===== src/rtl/seq_chk_sat_cnt.sv =====
// seq_chk_sat_cnt: saturating event counter with synchronous clear that overrides increment.
module seq_chk_sat_cnt #(
    parameter int ERRW = 8
) (
    input  logic            clk,
    input  logic            clrn,
    input  logic            clear,
    input  logic            inc,
    output logic [ERRW-1:0] count
);
    always_ff @(posedge clk or negedge clrn)
        if (!clrn)
            count <= '0;
        else if (clear)
            count <= '0;
        else if (inc && count != '1)
            count <= count + 1'b1;
endmodule


===== config.mk =====
export PLATFORM = sky130hd
export DESIGN_NAME = seq_chk_sat_cnt
export DESIGN_NICKNAME = d
export VERILOG_FILES = /design/src/rtl/seq_chk_sat_cnt.sv
export SDC_FILE = /design/constraint.sdc
export NUM_CORES = 1
export LEC_CHECK = 0
export CORE_AREA = 5 5 42 44
export DETAILED_ROUTE_END_ITERATION = 12
export DIE_AREA = 0 0 47 49
export PLACE_DENSITY = 0.57
export SLEW_MARGIN = 20
export SYNTH_ARGS = -nofsm -noshare
export SYNTH_HDL_FRONTEND = slang
export SYNTH_SLANG_ARGS = --single-unit

===== constraint.sdc =====
create_clock -name clk -period 1.9 [get_ports clk]
set_input_delay 0.38 -clock clk [delete_from_list [all_inputs] [get_ports clk]]
set_output_delay 0.38 -clock clk [all_outputs]
set_load 0.03 [all_outputs]

==> run_results.csv <==
group,metric,value,unit
power,vdd_drop_max,323.6,uV
finish,regMostFlops,"count",
timing,rsz0062_at_grt,"false",
critical_path,path_class,"flip-flop to primary output",
power,switchingPower,0.00009304,W
timing,tns,0,ns
power,seqPwrFrac,49.1,%
power,combPwrFrac,14.3,%
placement,port_buffers,11,
logic_synthesis,postSynthRegisterBits,8,
drt,drtIter0Drc,6,
critical_path,endpoint_kind,"primary output",
power,intPower,0.0002718,W
drt,antenna_left,0,
finish,layout-drive-gt1-share,15.63,%
die,fp-row-count,14,
finish,antennaDiodeCount,0,
logic_synthesis,synth_nets,54,
hold_path,hold_path.class,"input port to async pin",
global_routing,grt_overflow,0,
die,die_h,49,um
placement,dpl.hpwl,777.1,um
logic_synthesis,synth-async-reset-ratio,100.0,%
logic_synthesis,synth_ff_type,"dfrtp_1",
drt,vias_per_cell,5.213,
finish,num-nets-final,71,
clock_network,hold_buffers,0,
die,die_width,47,um
logic_synthesis,avgSynthCellArea,9.473,um2
clock_network,clk_pin_slew_worst_paths,0.06,ns
drt,wirelength,1041,um
die,ios,12,
timing,tightest_slew,0.3558,ns
critical_path,crit_slowest_cell,"clkdlybuf4s50_1",
clock_network,cts_buffers,3,
die,core_area,1401,um2
critical_path,cp_cell_sequence,"buf_4 -> clkdlybuf4s50_1",
clock_network,clock_path_buffers,2,
clock_network,cts_resized,0,
logic_synthesis,synth.area.top_cells,"dfrtp_1 43%, mux2_2 4.9%, nor3_1 4.3%",
logic_synthesis,yosysTopAreaCellShare,43.13,%
critical_path,startpoint_type,"flip-flop",
drt,wl_per_cell,13.01,um
critical_path,crit_required,1.52,ns
finish,top_regs,"count (8)",
finish,final_common_cell,"clkdlybuf4s50_1",
flow_run,drv_cap,0,
logic_synthesis,synth-edff-count,0,
timing,period_needed,1.794,ns
power,p_leak,0.2539,nW
power,powerDensity,578.5,nW/um2
finish,num-fill-cells,155,
global_routing,track_usage,10.61,%
timing,worst_slew_margin_rel,75.67,%
clock_network,post-cts-setup-buffers,0,
timing,setup_viol,0,
logic_synthesis,yosysWarnings,0,
global_routing,grt_start_max_net_pins,12,
power,clockPowerShare,36.5,%
critical_path,cp_data_arrival_time,1.41,ns
clock_network,insertion_delay,0.25,ns
finish,largest_register_ffs,8,
placement,dp_slack,0.1814,ns
global_routing,grt_pass1_wl,1704,um
run_status,status,"finished clean",
finish,final_cell_mix,"11 x clkdlybuf4s50_1, 8 x dfrtp_1, 4 x nor3_1",
logic_synthesis,synth_cell_types,28,
timing,layout_setup_ws,0.1058,ns
clock_network,cts-root-buf,"clkbuf_4",
logic_synthesis,syn_inst,49,
clock_network,numClockSinks,8,
logic_synthesis,yosysSeqAreaShare,43.13,%
placement,gp_congestion,0.6877,
timing,period_share,94.43,%
drt,vias,417,
finish,syn_to_final_growth,35.85,%
logic_synthesis,yosysTopAreaCell,"dfrtp_1",
power,sw_frac_of_total,25.50,%
timing,finalHoldViolations,0,
global_routing,antenna_found_initial,0,
drt,first_pass_iters,2,
clock_network,tritoncts,"yes",
timing,fmax,0.5573,GHz
timing,slew_violations,0,
critical_path,slowest_delay,0.67,ns
global_routing,first_global_vias,370,
critical_path,critPathMaxFanout,5,
logic_synthesis,syn_area,464.2,um2
timing,clock_skew,0.001205,ns
die,dieArea,2303,um2
drt,drc,0,
clock_network,htreeDepth,1,
die,initial_core_util,33.12,%
Yosys cell counts (2+ instances only):
library cell  instances
mux2_2                2
nor2b_1               3
nor3_1                4
nand2_1               2
inv_1                 2
a21oi_1               3
dfrtp_1               8
nand2b_1              3
nand3_1               2
nor2_1                2
worst paths after layout:
check,startpoint,end,slack (ns),cells after the start
worst max-delay path,count[0],count[0],0.11,2
worst min-delay path,clrn,count[6],0.40,1
worst max register to register,count[1],count[0],0.32,4
worst min register to register,count[7],count[7],0.57,2
max in group asynchronous,clrn,count[7],1.24,1
min in group clk,count[7],count[7],0.57,2
kinds of logic (layout without fill, tap and decap cells):
family	Yosys count	count (layout)	synth area share, %
adders and majority gates	1	1	2.695
buffers and inverters	4	19	3.503
muxes	3	3	7.008
DFF	8	8	43.13
and+or+nand+nor	24	24	31.00
AOI/OAI and AO/OA	9	9	12.67
stage by stage:
stage	util (%)	hold WS, ns	instance area (um2)	instances	total power, W
floorplan	-	0.08441	464.2	49	0.0002083
detailed placement	43.39	0.5713	608.1	77	0.0002352
CTS	45.00	0.4160	630.6	80	0.0003714
global route	45.00	0.4348	630.6	80	0.0003832
finish	45.00	0.4012	630.6	80	0.0003648
global placement	43.39	0.5725	608.1	77	0.0002359
metal layers:
metal | share of wire, % | GRT usage (%) | vias to the layer above
met5 | 0 | 0 | -
met4 | 1.5 | 8.295 | 0
met3 | 5.8 | 4.797 | 2
met2 | 45 | 13.12 | 7
met1 | 48 | 13.59 | 194
li1 | - | - | 214
worst max-delay path, delay by kind of cell (launching register included):
| kind | cells | cell delay [ns] |
|---|---|---|
| buffers and inverters | 2 | 0.81 |
| DFF | 1 | 0.36 |
area by class of cell:
class	instances	area [um2]	area share, %
Clock buffer	3	22.52	3.571
Multi-Input combinational cell	37	247.7	39.29
Sequential cell	8	200.2	31.75
Inverter	2	7.507	1.190
Tap cell	16	20.02	3.175
Timing Repair Buffer	14	132.6	21.03
power groups by stage:
stage / Clock [W] / Sequential (W) / Combinational, W
after global routing: 0.000147 / 0.000180 / 0.0000571
after floorplan: 0 / 0.000191 / 0.0000174
final: 0.000133 / 0.000179 / 0.0000523
after CTS: 0.000139 / 0.000179 / 0.0000533
after global placement: 0 / 0.000182 / 0.0000535
after detailed placement: 0 / 0.000182 / 0.0000530
Note: power is estimated with default switching activity, not from simulation.
